## src/rtl/nibble_serial_adder_pkg.sv

```systemverilog
// Shared definitions for the nibble-serial adder: FSM encoding, slice width
// and the signed-overflow rule used when ADD_OVF_EN is defined.
package nibble_serial_adder_pkg;

  typedef enum logic [1:0] {
    S_IDLE = 2'd0,
    S_RUN  = 2'd1,
    S_DONE = 2'd2
  } state_e;

  localparam int NIBBLE_W = 4;

  // Two's-complement overflow: like-signed operands giving an opposite-signed sum.
  function automatic logic signedOverflow(input logic aMsb, input logic bMsb, input logic sumMsb);
    return (aMsb == bMsb) && (sumMsb != aMsb);
  endfunction

endpackage

```

## src/rtl/nibble_serial_adder_add4.sv

```systemverilog
// 4-bit ripple-carry adder slice (add4), reused once per nibble by the
// serial adder.
module add4
  import nibble_serial_adder_pkg::*;
(
  input  logic [NIBBLE_W-1:0] a_i,
  input  logic [NIBBLE_W-1:0] b_i,
  input  logic                ci_i,
  output logic [NIBBLE_W-1:0] sum_o,
  output logic                co_o
);

  logic [NIBBLE_W:0] carry;

  always_comb begin
    carry    = '0;
    sum_o    = '0;
    carry[0] = ci_i;
    for (int i = 0; i < NIBBLE_W; i++) begin
      sum_o[i]     = a_i[i] ^ b_i[i] ^ carry[i];
      carry[i + 1] = (a_i[i] & b_i[i]) | (carry[i] & (a_i[i] ^ b_i[i]));
    end
    co_o = carry[NIBBLE_W];
  end

endmodule

```

## src/rtl/nibble_serial_adder.sv

```systemverilog
// Multi-cycle WIDTH-bit adder sequencing one add4 slice over WIDTH/4 nibbles,
// LSB first. Define ADD_OVF_EN to add the signed-overflow output ovf.
module nibble_serial_adder
  import nibble_serial_adder_pkg::*;
#(
  parameter int WIDTH = 16
) (
  input  logic             clk,
  input  logic             rst_n,
  input  logic             in_valid,
  output logic             in_ready,
  input  logic [WIDTH-1:0] a,
  input  logic [WIDTH-1:0] b,
  input  logic             ci,
  output logic             out_valid,
  input  logic             out_ready,
  output logic [WIDTH-1:0] sum,
  output logic             co
`ifdef ADD_OVF_EN
  ,
  output logic             ovf
`endif
);

  localparam int NIB = WIDTH / NIBBLE_W;
  localparam int CW  = (NIB > 1) ? $clog2(NIB) : 1;

  state_e            state_q, state_d;
  logic [WIDTH-1:0]  aSh_q, aSh_d;
  logic [WIDTH-1:0]  bSh_q, bSh_d;
  logic [WIDTH-1:0]  res_q, res_d;
  logic              carry_q, carry_d;
  logic [CW-1:0]     cnt_q, cnt_d;
  logic              co_q, co_d;
`ifdef ADD_OVF_EN
  logic              aMsb_q, aMsb_d;
  logic              bMsb_q, bMsb_d;
  logic              ovf_q, ovf_d;
`endif

  logic [NIBBLE_W-1:0] sliceSum;
  logic                sliceCo;

  add4 u_add4 (
    .a_i   (aSh_q[NIBBLE_W-1:0]),
    .b_i   (bSh_q[NIBBLE_W-1:0]),
    .ci_i  (carry_q),
    .sum_o (sliceSum),
    .co_o  (sliceCo)
  );

  always_ff @(posedge clk or negedge rst_n) begin
    if (!rst_n) begin
      state_q <= S_IDLE;
      aSh_q   <= '0;
      bSh_q   <= '0;
      res_q   <= '0;
      carry_q <= 1'b0;
      cnt_q   <= '0;
      co_q    <= 1'b0;
`ifdef ADD_OVF_EN
      aMsb_q  <= 1'b0;
      bMsb_q  <= 1'b0;
      ovf_q   <= 1'b0;
`endif
    end else begin
      state_q <= state_d;
      aSh_q   <= aSh_d;
      bSh_q   <= bSh_d;
      res_q   <= res_d;
      carry_q <= carry_d;
      cnt_q   <= cnt_d;
      co_q    <= co_d;
`ifdef ADD_OVF_EN
      aMsb_q  <= aMsb_d;
      bMsb_q  <= bMsb_d;
      ovf_q   <= ovf_d;
`endif
    end
  end

  always_comb begin
    state_d = state_q;
    aSh_d   = aSh_q;
    bSh_d   = bSh_q;
    res_d   = res_q;
    carry_d = carry_q;
    cnt_d   = cnt_q;
    co_d    = co_q;
`ifdef ADD_OVF_EN
    aMsb_d  = aMsb_q;
    bMsb_d  = bMsb_q;
    ovf_d   = ovf_q;
`endif

    unique case (state_q)
      S_IDLE: begin
        if (in_valid) begin
          aSh_d   = a;
          bSh_d   = b;
          carry_d = ci;
          cnt_d   = CW'(NIB - 1);
`ifdef ADD_OVF_EN
          aMsb_d  = a[WIDTH-1];
          bMsb_d  = b[WIDTH-1];
`endif
          state_d = S_RUN;
        end
      end

      S_RUN: begin
        // Each slice result enters at the top so that after NIB shifts nibble 0 sits at the bottom.
        aSh_d   = aSh_q >> NIBBLE_W;
        bSh_d   = bSh_q >> NIBBLE_W;
        res_d   = res_q >> NIBBLE_W;
        res_d[WIDTH-1 -: NIBBLE_W] = sliceSum;
        carry_d = sliceCo;
        if (cnt_q == '0) begin
          co_d    = sliceCo;
`ifdef ADD_OVF_EN
          ovf_d   = signedOverflow(aMsb_q, bMsb_q, sliceSum[NIBBLE_W-1]);
`endif
          state_d = S_DONE;
        end else begin
          cnt_d = cnt_q - CW'(1);
        end
      end

      S_DONE: begin
        if (out_ready) begin
          state_d = S_IDLE;
        end
      end

      default: begin
        state_d = S_IDLE;
      end
    endcase
  end

  assign in_ready  = (state_q == S_IDLE);
  assign out_valid = (state_q == S_DONE);
  assign sum       = res_q;
  assign co        = co_q;
`ifdef ADD_OVF_EN
  assign ovf       = ovf_q;
`endif

endmodule
```

## config.mk

```make
export PLATFORM = sky130hd
export DESIGN_NAME = nibble_serial_adder
export DESIGN_NICKNAME = d
export VERILOG_FILES = /design/src/rtl/nibble_serial_adder_pkg.sv /design/src/rtl/nibble_serial_adder_add4.sv /design/src/rtl/nibble_serial_adder.sv
export SDC_FILE = /design/constraint.sdc
export NUM_CORES = 1
export LEC_CHECK = 0
export CORE_MARGIN = 5
export CORE_UTILIZATION = 50
export CTS_CLUSTER_DIAMETER = 120
export CTS_CLUSTER_SIZE = 14
export DETAILED_ROUTE_END_ITERATION = 10
export GPL_TIMING_DRIVEN = 0
export PLACE_DENSITY_LB_ADDON = 0.3
export SLEW_MARGIN = 40
export SYNTH_ARGS = -nofsm -noshare
export SYNTH_HDL_FRONTEND = slang
export SYNTH_SLANG_ARGS = --single-unit
```

## constraint.sdc

```tcl
create_clock -name clk -period 2.4 [get_ports clk]
set_input_delay 0.48 -clock clk [delete_from_list [all_inputs] [get_ports clk]]
set_output_delay 0.48 -clock clk [all_outputs]
set_load 0.02 [all_outputs]
```

==> impl_summary.log, run 1 <==
[metrics] simple-gate area share of the yosys netlist: 6.91%
[metrics] final antenna-violating net count: 0
[metrics] Worst R2R End: sum[15]$_DFFE_PN0P_
[metrics] remaining max-slew budget at the tightest pin: 65.0%
[metrics] postcts setup bufs: 0
[metrics] Congestion Overflow GR: 0
[metrics] xor and xnor area share after synthesis: 0%
[metrics] number of filler instances in the final layout: 398
[metrics] ys flop type: sky130_fd_sc_hd__dfrtp_1
[metrics] vias in the first global route: 1,907
[metrics] Yosys reg bits: 54
[metrics] worst-case vdd ir drop: 0.636 mV
[metrics] number of gates given a new drive strength after cts: 0
[metrics] fin cells: 346
[metrics] fin. max-slew vios: 0
[metrics] final-layout setup total negative slack: 0 ns
[metrics] drt first-iter violations: 143
[metrics] most frequently used cell type in the post-synthesis netlist: sky130_fd_sc_hd__dfrtp_1
[metrics] Final Net Count: 321
[metrics] DR WL/cell: 15.8 um
[metrics] Final period util: 96.9%
[metrics] outcome: complete, no violations
[metrics] combinational family with the most area after synthesis: compound AO/OA/AOI/OAI gates
[metrics] Post-Synthesis Cell Area: 0.00246 mm2
[metrics] global placer's final weighted congestion: 0.783
[metrics] transition time at the pin with the least slew margin: 0.525 ns
[metrics] Cell variety after synth: 27
[metrics] wire length of the first global-routing pass: 8.87 mm
[metrics] later-pin clock latency in the skew report: 0.30 ns
[metrics] worst-case reg-to-reg path depth: 8
[metrics] number of maximum-capacitance violations: 0
[metrics] Detailed Routing Iterations Pass 1: 4
[metrics] unrepaired setup endpoints after global routing: no
[metrics] clk slew on worst S/H paths: 0.09 ns
[metrics] Clock Skew: 0.00524 ns
[metrics] largest fanout on the critical path: 10
[metrics] worst reg2reg path startpoint: aSh_q[0]$_DFFE_PN0P_
[metrics] I/O Pins: 56
[metrics] sequential element share of the synthesized area: 54.9%
[metrics] Die Y-Extent: 80.2 um
[metrics] starting utilization of the core area: 51.8%
[metrics] post-detailed-placement half-perimeter wirelength: 4.06 mm
[metrics] startpoint type of the worst setup path: register
[metrics] proportion of synthesized flip-flops having asynchronous set or reset: 100%
[metrics] Post-Syn Nets: 258
[metrics] number of enable flip-flop cells after synthesis: 0
[metrics] number of warnings printed during yosys synthesis: 0
[metrics] All-Layer GR Usage: 17.6%
[metrics] CTS Buf Count: 5
[metrics] Layout Area Growth over Synthesis: 29.6%
[metrics] CTS tree: yes
[metrics] post-synthesis share of cell area spent on full adders, half adders and majority gates: 3.76%
[metrics] combined area of the multi-input logic cells: 952 um2
[metrics] area fraction in compound gates after synthesis: 20.2%
[metrics] Post-synth top cells: 54 x sky130_fd_sc_hd__dfrtp_1, 36 x sky130_fd_sc_hd__o22ai_1, 23 x sky130_fd_sc_hd__a21oi_1
[metrics] total die area: 0.00643 mm2
[metrics] number of buffers inserted for hold repair after clock tree synthesis: 0
[metrics] Synth area leader: sky130_fd_sc_hd__dfrtp_1
[metrics] maximum clock insertion buffer count: 2
[metrics] antenna fix cells: 0
[metrics] die extent in x: 80.2 um
[metrics] detailed-route wire length: 5.48 mm
[metrics] setup violation total in the final timing report: 0
[metrics] sequential cell area: 0.00135 mm2
[metrics] Final Hold Fails: 0
[metrics] initial antenna violation count: 0
[metrics] largest cells by area after synthesis: sky130_fd_sc_hd__dfrtp_1 55%, sky130_fd_sc_hd__o22ai_1 9.1%, sky130_fd_sc_hd__mux2_4 5.5%, sky130_fd_sc_hd__a21oi_1 4.7%, sky130_fd_sc_hd__fa_1 3.3%
[metrics] CP arrival: 1.85 ns
[metrics] number of sinks on the clock net: 54
[metrics] fraction of layout cells with a size suffix above 1: 15.4%
[metrics] leakage power figure: 0.00138 uW
[metrics] placed cells: 339
[metrics] final critical delay including setup and external delays: 2.33 ns
[metrics] reg2reg setup slack: 0.19 ns
[metrics] DR vias/cell: 5.56
[metrics] Critical Path End: out_valid
[metrics] number of vias in the routed layout: 1,923
[metrics] DRC violation count after routing: 0
[metrics] Critical path origin: state_q[1]$_DFFE_PN0P_
[metrics] fraction of synthesized area in multiplexers: 7.77%
[metrics] synthesized instance count: 216
[metrics] startpoint-to-endpoint class of the critical path: register to output port
[metrics] P per Cell Area: 1390 mW/mm2
[metrics] total of buffers placed on input and output ports: 55
[metrics] Setup crit end kind: output port
[metrics] floorplan core area: 0.00475 mm2
[metrics] H-tree lvl count: 2
[metrics] worst hold slack: 0.0337 ns
[metrics] Row Count: 25
[metrics] Mapped Avg Cell Area: 11.4 um2
[metrics] kind of path behind the tightest hold check: input pin to async pin
[metrics] CTS Root Cell: sky130_fd_sc_hd__clkbuf_8
[metrics] proportion of netlist area held by the largest area contributor: 54.9%
[metrics] largest net degree at the start of global routing: 37
[metrics] data required time at the worst endpoint: 1.92 ns
[metrics] maximum operating frequency: 430 MHz
## cell type report
type	instances	area share, %
plain buffers	16	3.57
clock buffers	7	2.39
inverters	12	1.41
multi-input cells	134	29.8
flip-flops and latches	54	42.4
well taps	67	2.63
repair buffers	56	17.8
## worst min-delay path by stage
stage	slack, ns	end
final	0.03	sum[3]$_DFFE_PN0P_
after global routing	0.04	sum[15]$_DFFE_PN0P_
after CTS	0.04	sum[15]$_DFFE_PN0P_
after detailed placement	0.37	sum[3]$_DFFE_PN0P_
after global placement	0.48	co$_DFFE_PN0P_
after floorplan	0.18	aSh_q[0]$_DFFE_PN0P_
## sequential cells by signal, summed over array words and instances (netlist names)
name and cells:
aSh_q 16, bSh_q 16, carry_q 1, cnt_q 2, co 1, state_q 2, sum 16
## placed cells by master, fill, tap and decap left out
cell type and instances:
sky130_fd_sc_hd__o21ai_0 6, sky130_fd_sc_hd__inv_2 1, sky130_fd_sc_hd__buf_12 1, sky130_fd_sc_hd__inv_1 11
sky130_fd_sc_hd__buf_2 7, sky130_fd_sc_hd__clkbuf_1 3, sky130_fd_sc_hd__o21ai_1 3, sky130_fd_sc_hd__buf_4 5
sky130_fd_sc_hd__clkdlybuf4s50_1 54, sky130_fd_sc_hd__mux2_4 9, sky130_fd_sc_hd__nand2b_4 1, sky130_fd_sc_hd__and2b_1 1
sky130_fd_sc_hd__o31ai_1 1, sky130_fd_sc_hd__o21ba_2 1, sky130_fd_sc_hd__nand2_1 8, sky130_fd_sc_hd__nand3b_1 4
sky130_fd_sc_hd__clkbuf_8 5, sky130_fd_sc_hd__or2_2 1, sky130_fd_sc_hd__ha_1 1, sky130_fd_sc_hd__a311oi_1 2
sky130_fd_sc_hd__dfrtp_1 54, sky130_fd_sc_hd__buf_6 4, sky130_fd_sc_hd__a21oi_1 23, sky130_fd_sc_hd__o22ai_1 36
sky130_fd_sc_hd__a22o_1 5, sky130_fd_sc_hd__nand2b_1 3, sky130_fd_sc_hd__o221a_2 3, sky130_fd_sc_hd__nor2_1 17
sky130_fd_sc_hd__mux2_2 5, sky130_fd_sc_hd__fa_1 4
## where the power goes
group	switching [uW]	leakage, uW	internal [uW]
Sequential	310	0.000643	1360
Clock	278	0.0000383	202
Combinational	1110	0.000697	1180
## per-layer routing
layer	vias up	global-route usage (%)	share of wire, %
li1	909	-	-
met2	60	29.7	50
met4	0	4.90	0.55
met5	-	0	0
met1	949	23.6	44
met3	5	2.69	5.3
## critical path, stage by stage, from the launching register on
cell                              delay [ns]
sky130_fd_sc_hd__dfrtp_1                0.37
sky130_fd_sc_hd__buf_4                  0.17
sky130_fd_sc_hd__inv_2                  0.08
sky130_fd_sc_hd__buf_2                  0.19
sky130_fd_sc_hd__nor2_1                 0.12
sky130_fd_sc_hd__clkdlybuf4s50_1        0.62
## kinds of logic (layout without fill, tap and decap cells)
group,count (synthesis),count (layout)
simple gates,35,35
compound gates,80,80
mux,14,14
buf+inv,28,91
flops,54,54
fa+ha+maj,5,5
## metrics by stage
stage	instance area, um2	utilization (%)	setup slack [ns]	total power [uW]
final	3190	67.1	0.0733	4430
after global routing	3190	67.1	0.00552	4730
after CTS	3190	67.1	0.0752	4450
after detailed placement	3110	65.5	0.191	3990
after global placement	3100	65.1	-0.769	3890
after floorplan	2460	-	0.329	3210
Power figures use the tool's default switching activity.
==> run 2: changes to the inputs <==
- CELL_PAD_IN_SITES_DETAIL_PLACEMENT: unset -> 0
- CELL_PAD_IN_SITES_GLOBAL_PLACEMENT: unset -> 1
- CORE_UTILIZATION: 50 -> 39
- GPL_TIMING_DRIVEN: 0 -> 1
==> run 2 against run 1 <==
Via count down 4.3%. Register-to-register slack improved by 0.04 ns. Fmax is 7.4% higher. Clock power grew 9.2%. Non-clock buffer count shrank 11. Critical endpoint is now sum[15]$_DFFE_PN0P_.
==> impl_summary.log, run 2 (synthesis gave the netlist of run 1 again) <==
[metrics] H-tree lvl count: 2 (unchanged)
[metrics] NetSw: 1650 uW (was 1700 uW)
[metrics] Final period util: 90.3% (was 96.9%)
[metrics] cell area after placement: 0.00305 mm2 (was 0.00311 mm2)
[metrics] kind of path behind the tightest hold check: input pin to async pin (unchanged)
[metrics] maximum operating frequency: 462 MHz (was 430 MHz)
[metrics] worst-case vdd ir drop: 0.738 mV (was 0.636 mV)
[metrics] global placer's final weighted congestion: 0.737 (was 0.783)
[metrics] clock network fraction of design power: 12.1% (was 10.8%)
[metrics] outcome: complete, no violations (unchanged)
[metrics] fraction of layout cells with a size suffix above 1: 13.0% (was 15.4%)
[metrics] total die area: 0.00800 mm2 (was 0.00643 mm2)
[metrics] data required time at the worst endpoint: 2.62 ns (was 1.92 ns)
[metrics] P per Cell Area: 1380 mW/mm2 (was 1390 mW/mm2)
[metrics] Layout Area Growth over Synthesis: 27.5% (was 29.6%)
[metrics] layer with the highest usage: met2 (unchanged)
[metrics] largest net degree at the start of global routing: 55 (was 37)
[metrics] Die Y-Extent: 89.5 um (was 80.2 um)
[metrics] unrepaired setup endpoints after global routing: no (unchanged)
[metrics] maximum clock insertion buffer count: 2 (unchanged)
[metrics] drt first-iter violations: 55 (was 143)
[metrics] setup violation total in the final timing report: 0 (unchanged)
[metrics] final-layout setup total negative slack: 0 ns (unchanged)
[metrics] fin cells: 346 (unchanged)
[metrics] post-detailed-placement half-perimeter wirelength: 3.69 mm (was 4.06 mm)
[metrics] switching share of power: 38.2% (about the same)
[metrics] placed cells: 338 (was 339)
[metrics] clk slew on worst S/H paths: 0.10 ns (was 0.09 ns)
[metrics] proportion of power drawn by flip-flops and latches: 38.6% (was 37.7%)
[metrics] grt met2 use: 22.8% (was 29.7%)
[metrics] initial antenna violation count: 0 (unchanged)
[metrics] startpoint-to-endpoint class of the critical path: register to register (was register to output port)
[metrics] number of maximum-capacitance violations: 0 (unchanged)
[metrics] die extent in x: 89.5 um (was 80.2 um)
[metrics] I/O Pins: 56 (unchanged)
[metrics] internal power: 2670 uW (was 2740 uW)
[metrics] Detailed Routing Iterations Pass 1: 4 (unchanged)
[metrics] startpoint type of the worst setup path: register (unchanged)
[metrics] Combinational Power Share: 49.3% (was 51.5%)
[metrics] CTS Root Cell: sky130_fd_sc_hd__clkbuf_8 (unchanged)
[metrics] number of sinks on the clock net: 54 (unchanged)
[metrics] final antenna-violating net count: 0 (unchanged)
[metrics] Setup crit end kind: register (was output port)
[metrics] leakage power figure: 0.00134 uW (was 0.00138 uW)
[metrics] remaining max-slew budget at the tightest pin: 49.7% (was 65.0%)
[metrics] commonest non-fill, non-tap cells in the layout: 54 x sky130_fd_sc_hd__dfrtp_1, 54 x sky130_fd_sc_hd__clkdlybuf4s50_1, 36 x sky130_fd_sc_hd__o22ai_1 (unchanged)
[metrics] DR WL/cell: 15.9 um (was 15.8 um)
[metrics] Clock Skew: 0.00959 ns (was 0.00524 ns)
[metrics] total of buffers placed on input and output ports: 55 (unchanged)
[metrics] floorplan core area: 0.00624 mm2 (was 0.00475 mm2)
[metrics] transition time at the pin with the least slew margin: 0.754 ns (was 0.525 ns)
[metrics] final critical delay including setup and external delays: 2.17 ns (was 2.33 ns)
[metrics] CP arrival: 2.39 ns (was 1.85 ns)
[metrics] Final Hold Fails: 0 (unchanged)
[metrics] DR vias/cell: 5.32 (was 5.56)
[metrics] final non-filler cell area: 0.00314 mm2 (was 0.00319 mm2)
[metrics] starting utilization of the core area: 39.5% (was 51.8%)
[metrics] number of buffers inserted for hold repair after clock tree synthesis: 0 (unchanged)
[metrics] CTS Buf Count: 5 (unchanged)
[metrics] met3 track utilization from global routing: 3.13% (was 2.69%)
[metrics] number of vias in the routed layout: 1,840 (was 1,923)
[metrics] later-pin clock latency in the skew report: 0.31 ns (was 0.30 ns)
[metrics] Final Util: 50.3% (was 67.1%)
[metrics] postcts setup bufs: 0 (unchanged)
[metrics] All-Layer GR Usage: 14.4% (was 17.6%)
[metrics] number of gates given a new drive strength after cts: 0 (unchanged)
[metrics] detailed-route wire length: 5.51 mm (was 5.48 mm)
[metrics] fin. max-slew vios: 0 (unchanged)
[metrics] antenna fix cells: 0 (unchanged)
[metrics] GR met1 Demand/Resource: 20.2% (was 23.6%)
[metrics] CTS tree: yes (unchanged)
[metrics] Final Net Count: 310 (was 321)
[metrics] wire length of the first global-routing pass: 8.95 mm (was 8.87 mm)
[metrics] Congestion Overflow GR: 0 (unchanged)
[metrics] DRC violation count after routing: 0 (unchanged)
[metrics] worst hold slack: 0.141 ns (was 0.0337 ns)
[metrics] largest fanout on the critical path: 3 (was 10)
[metrics] vias in the first global route: 1,811 (was 1,907)
[metrics] Row Count: 29 (was 25)
[run 2: final cells by class]
cell class                 instances  area (um2)
timing repair buffer              61         603
clock inverter                     1        5.00
sequential                        54        1350
clock buffer                       7        86.3
fill                             587        3100
multi-input combinational        134         952
inverter                          12        45.0
tap                               77        96.3
[run 2: path summary, 6_finish.rpt]
kind,slack [ns],startpoint,endpoint,cells past startpoint
setup / recovery,0.23,aSh_q[0]$_DFFE_PN0P_,sum[15]$_DFFE_PN0P_,8
min in group clk,0.51,sum[2]$_DFFE_PN0P_,sum[2]$_DFFE_PN0P_,1
max in group asynchronous,2.00,rst_n,sum[0]$_DFFE_PN0P_,2
setup reg to reg,0.23,aSh_q[0]$_DFFE_PN0P_,sum[15]$_DFFE_PN0P_,8
hold reg to reg,0.51,sum[2]$_DFFE_PN0P_,sum[2]$_DFFE_PN0P_,1
hold / removal,0.14,rst_n,aSh_q[7]$_DFFE_PN0P_,2
[run 2: metal layers]
metal / vias to the layer above / routed length [um]
met5: - / 0
met4: 0 / 60
met3: 8 / 347
met2: 60 / 2560
met1: 885 / 2540
li1: 887 / -
[run 2: per-stage QoR]
stage,total power (uW),worst slack [ns]
finish,4330,0.234
CTS,4380,0.226
global route,4670,0.0600
floorplan,3210,0.329
detailed placement,3850,0.246
global placement,3790,0.284
[run 2: worst max-delay path, cell delays in order (launching register included)]
cell,delay (ns)
sky130_fd_sc_hd__dfrtp_1,0.42
sky130_fd_sc_hd__fa_1,0.41
sky130_fd_sc_hd__inv_1,0.07
sky130_fd_sc_hd__fa_1,0.15
sky130_fd_sc_hd__inv_1,0.05
sky130_fd_sc_hd__fa_1,0.34
sky130_fd_sc_hd__inv_1,0.07
sky130_fd_sc_hd__fa_1,0.39
sky130_fd_sc_hd__o21ai_0,0.17
[run 2: power by group through the flow]
stage	Combinational (uW)	Clock, uW	Sequential [uW]
global route	2360	573	1730
global placement	2110	0	1670
finish	2130	524	1670
CTS	2160	537	1670
floorplan	1420	0	1790
detailed placement	2160	0	1690
==> run 3: changes to the inputs <==
- CORE_ASPECT_RATIO: unset -> 1.5
==> run 3 against run 2 <==
Total power is 0.34% higher. Critical path depth stayed put. Fmax is 0.36% higher. Count of clock-buffer cells in the layout is 1 lower. Cell area is 0.24% lower. Via count is 1.6% higher. Critical path type unchanged. Critical endpoint unchanged.
==> impl_summary.log, run 3 (synthesis gave the netlist of run 1 again) <==
[metrics] minimum setup slack in the final design: 0.242 ns (was 0.234 ns)
[metrics] postcts setup bufs: 0 (unchanged)
[metrics] number of gates given a new drive strength after cts: 0 (unchanged)
[metrics] total die area: 0.00804 mm2 (was 0.00800 mm2)
[metrics] sequential cell area: 0.00135 mm2 (unchanged)
[metrics] cells along the critical path: fa_1 > inv_1 > fa_1 > inv_1 > fa_1 > inv_1 > fa_1 > o21ai_0 (unchanged)
[metrics] unrepaired setup endpoints after global routing: no (unchanged)
[metrics] maximum operating frequency: 463 MHz (was 462 MHz)
[metrics] DP Worst Slack: 0.249 ns (was 0.246 ns)
[metrics] cell with the biggest individual delay on the critical path: sky130_fd_sc_hd__dfrtp_1 (unchanged)
[metrics] Detailed Routing Iterations Pass 1: 4 (unchanged)
[metrics] cell seen most often among critical-path stages: sky130_fd_sc_hd__fa_1 (unchanged)
[metrics] Final period util: 89.9% (was 90.3%)
[metrics] largest fanout on the critical path: 3 (unchanged)
[metrics] remaining max-slew budget at the tightest pin: 48.0% (was 49.7%)
[metrics] Largest delay share family, worst path: adder cells (unchanged)
[metrics] initial antenna violation count: 0 (unchanged)
[metrics] number of sinks on the clock net: 54 (unchanged)
[metrics] Setup crit end kind: register (unchanged)
[metrics] DR WL/cell: 16.8 um (was 15.9 um)
[metrics] DRC violation count after routing: 0 (unchanged)
[metrics] total of buffers placed on input and output ports: 55 (unchanged)
[metrics] CTS Root Cell: sky130_fd_sc_hd__clkbuf_8 (unchanged)
[metrics] final-layout setup total negative slack: 0 ns (unchanged)
[metrics] Final Util: 51.1% (was 50.3%)
[metrics] floorplan core area: 0.00613 mm2 (was 0.00624 mm2)
[metrics] fin cells: 343 (was 346)
[metrics] post-detailed-placement half-perimeter wirelength: 4.07 mm (was 3.69 mm)
[metrics] number of buffers inserted for hold repair after clock tree synthesis: 0 (unchanged)
[metrics] leakage power figure: 0.00134 uW (about the same)
[metrics] kind of path behind the tightest hold check: input pin to async pin (unchanged)
[metrics] starting utilization of the core area: 40.2% (was 39.5%)
[metrics] antenna fix cells: 0 (unchanged)
[metrics] Clock Skew: 0.00605 ns (was 0.00959 ns)
[metrics] transition time at the pin with the least slew margin: 0.779 ns (was 0.754 ns)
[metrics] drt first-iter violations: 69 (was 55)
[metrics] final antenna-violating net count: 0 (unchanged)
[metrics] All-Layer GR Usage: 15.2% (was 14.4%)
[metrics] fin. max-slew vios: 0 (unchanged)
[metrics] largest net degree at the start of global routing: 31 (was 55)
[metrics] placed cells: 336 (was 338)
[metrics] worst-case vdd ir drop: 0.629 mV (was 0.738 mV)
[metrics] Row Count: 35 (was 29)
[metrics] CP arrival: 2.40 ns (was 2.39 ns)
[metrics] final critical delay including setup and external delays: 2.16 ns (was 2.17 ns)
[metrics] Die Y-Extent: 107 um (was 89.5 um)
[metrics] data required time at the worst endpoint: 2.64 ns (was 2.62 ns)
[metrics] maximum clock insertion buffer count: 2 (unchanged)
[metrics] number of vias in the routed layout: 1,869 (was 1,840)
[metrics] startpoint type of the worst setup path: register (unchanged)
[metrics] startpoint-to-endpoint class of the critical path: register to register (unchanged)
[metrics] CTS tree: yes (unchanged)
[metrics] CTS Buf Count: 5 (unchanged)
[metrics] P per Cell Area: 1390 mW/mm2 (was 1380 mW/mm2)
[metrics] DR vias/cell: 5.45 (was 5.32)
[metrics] I/O Pins: 56 (unchanged)
[metrics] vias in the first global route: 1,861 (was 1,811)
[metrics] number of filler instances in the final layout: 588 (was 587)
[metrics] fraction of layout cells with a size suffix above 1: 13.0% (unchanged)
[metrics] biggest cell delay along the critical path: 0.42 ns (about the same)
[metrics] wire length of the first global-routing pass: 9.34 mm (was 8.95 mm)
[metrics] clk slew on worst S/H paths: 0.10 ns (about the same)
[metrics] Final Net Count: 311 (was 310)
[metrics] Layout Area Growth over Synthesis: 27.2% (was 27.5%)
[metrics] die extent in x: 74.9 um (was 89.5 um)
[metrics] H-tree lvl count: 2 (unchanged)
[metrics] outcome: complete, no violations (unchanged)
[metrics] detailed-route wire length: 5.78 mm (was 5.51 mm)
[metrics] later-pin clock latency in the skew report: 0.31 ns (about the same)
[metrics] Congestion Overflow GR: 0 (unchanged)
[metrics] Final Hold Fails: 0 (unchanged)
[metrics] combined area of the multi-input logic cells: 952 um2 (unchanged)
[metrics] Critical path buffers and inverters: 3 (unchanged)
[metrics] global placer's final weighted congestion: 0.777 (was 0.737)
[metrics] overall power: 4340 uW (was 4330 uW)
[metrics] setup violation total in the final timing report: 0 (unchanged)
[metrics] commonest non-fill, non-tap cells in the layout: 54 x sky130_fd_sc_hd__dfrtp_1, 54 x sky130_fd_sc_hd__clkdlybuf4s50_1, 36 x sky130_fd_sc_hd__o22ai_1 (unchanged)
[metrics] number of maximum-capacitance violations: 0 (unchanged)
## run 3: cell count changes in the layout (fill, tap and decap cells not counted)
cell / before / now
sky130_fd_sc_hd__buf_4: 5 / 6
sky130_fd_sc_hd__clkbuf_8: 6 / 5
sky130_fd_sc_hd__clkinvlp_4: 0 / 1
sky130_fd_sc_hd__clkinv_2: 1 / 0
## run 3: path summary, 6_finish.rpt
kind | startpoint | to | slack (ns) | cells after the start
max in group asynchronous | rst_n | sum[8]$_DFFE_PN0P_ | 1.67 | 2
worst min register to register | sum[13]$_DFFE_PN0P_ | sum[13]$_DFFE_PN0P_ | 0.51 | 2
min in group clk | sum[13]$_DFFE_PN0P_ | sum[13]$_DFFE_PN0P_ | 0.51 | 2
worst max register to register | aSh_q[0]$_DFFE_PN0P_ | sum[15]$_DFFE_PN0P_ | 0.24 | 8
worst min-delay path | rst_n | aSh_q[7]$_DFFE_PN0P_ | 0.16 | 1
worst max-delay path | aSh_q[0]$_DFFE_PN0P_ | sum[15]$_DFFE_PN0P_ | 0.24 | 8
## run 3: per-stage QoR
stage          cell area, um2  hold WS [ns]
6_report                 3130         0.160
5_1_grt                  3130         0.204
4_1_cts                  3130         0.179
3_5_place_dp             3050         0.496
3_3_place_gp             3050         0.487
2_1_floorplan            2460         0.184
## run 3: worst register-to-register path: cells and delay by family, from the launching register on
family,cells,cell delay (ns)
adder cells (fa/ha/maj),4,1.32
flip-flops,1,0.42
buffers and inverters,3,0.21
AO/OA/AOI/OAI,1,0.16
## run 3: final cells by class
cell class | count | share of cell area, %
clock inverter | 1 | 0.240
timing repair buffer | 62 | 19.5
multi-input combinational | 134 | 30.4
tap | 74 | 2.96
inverter | 12 | 1.44
sequential | 54 | 43.1
clock buffer | 6 | 2.32
## run 3: metal layers
metal	GRT usage [%]	routed length, um	vias to the layer above	share of wire (%)
li1	-	-	885	-
met1	20.3	2420	920	42
met2	23.9	2910	55	50
met3	3.18	327	9	5.7
met4	5.47	117	0	2.0
met5	0	0	-	0
## run 3: power breakdown
part           switching (uW)  total, uW  internal (uW)
clock                     295        496            201
combinational            1080       2180           1100
sequential                309       1670           1360
total                    1680       4340           2660
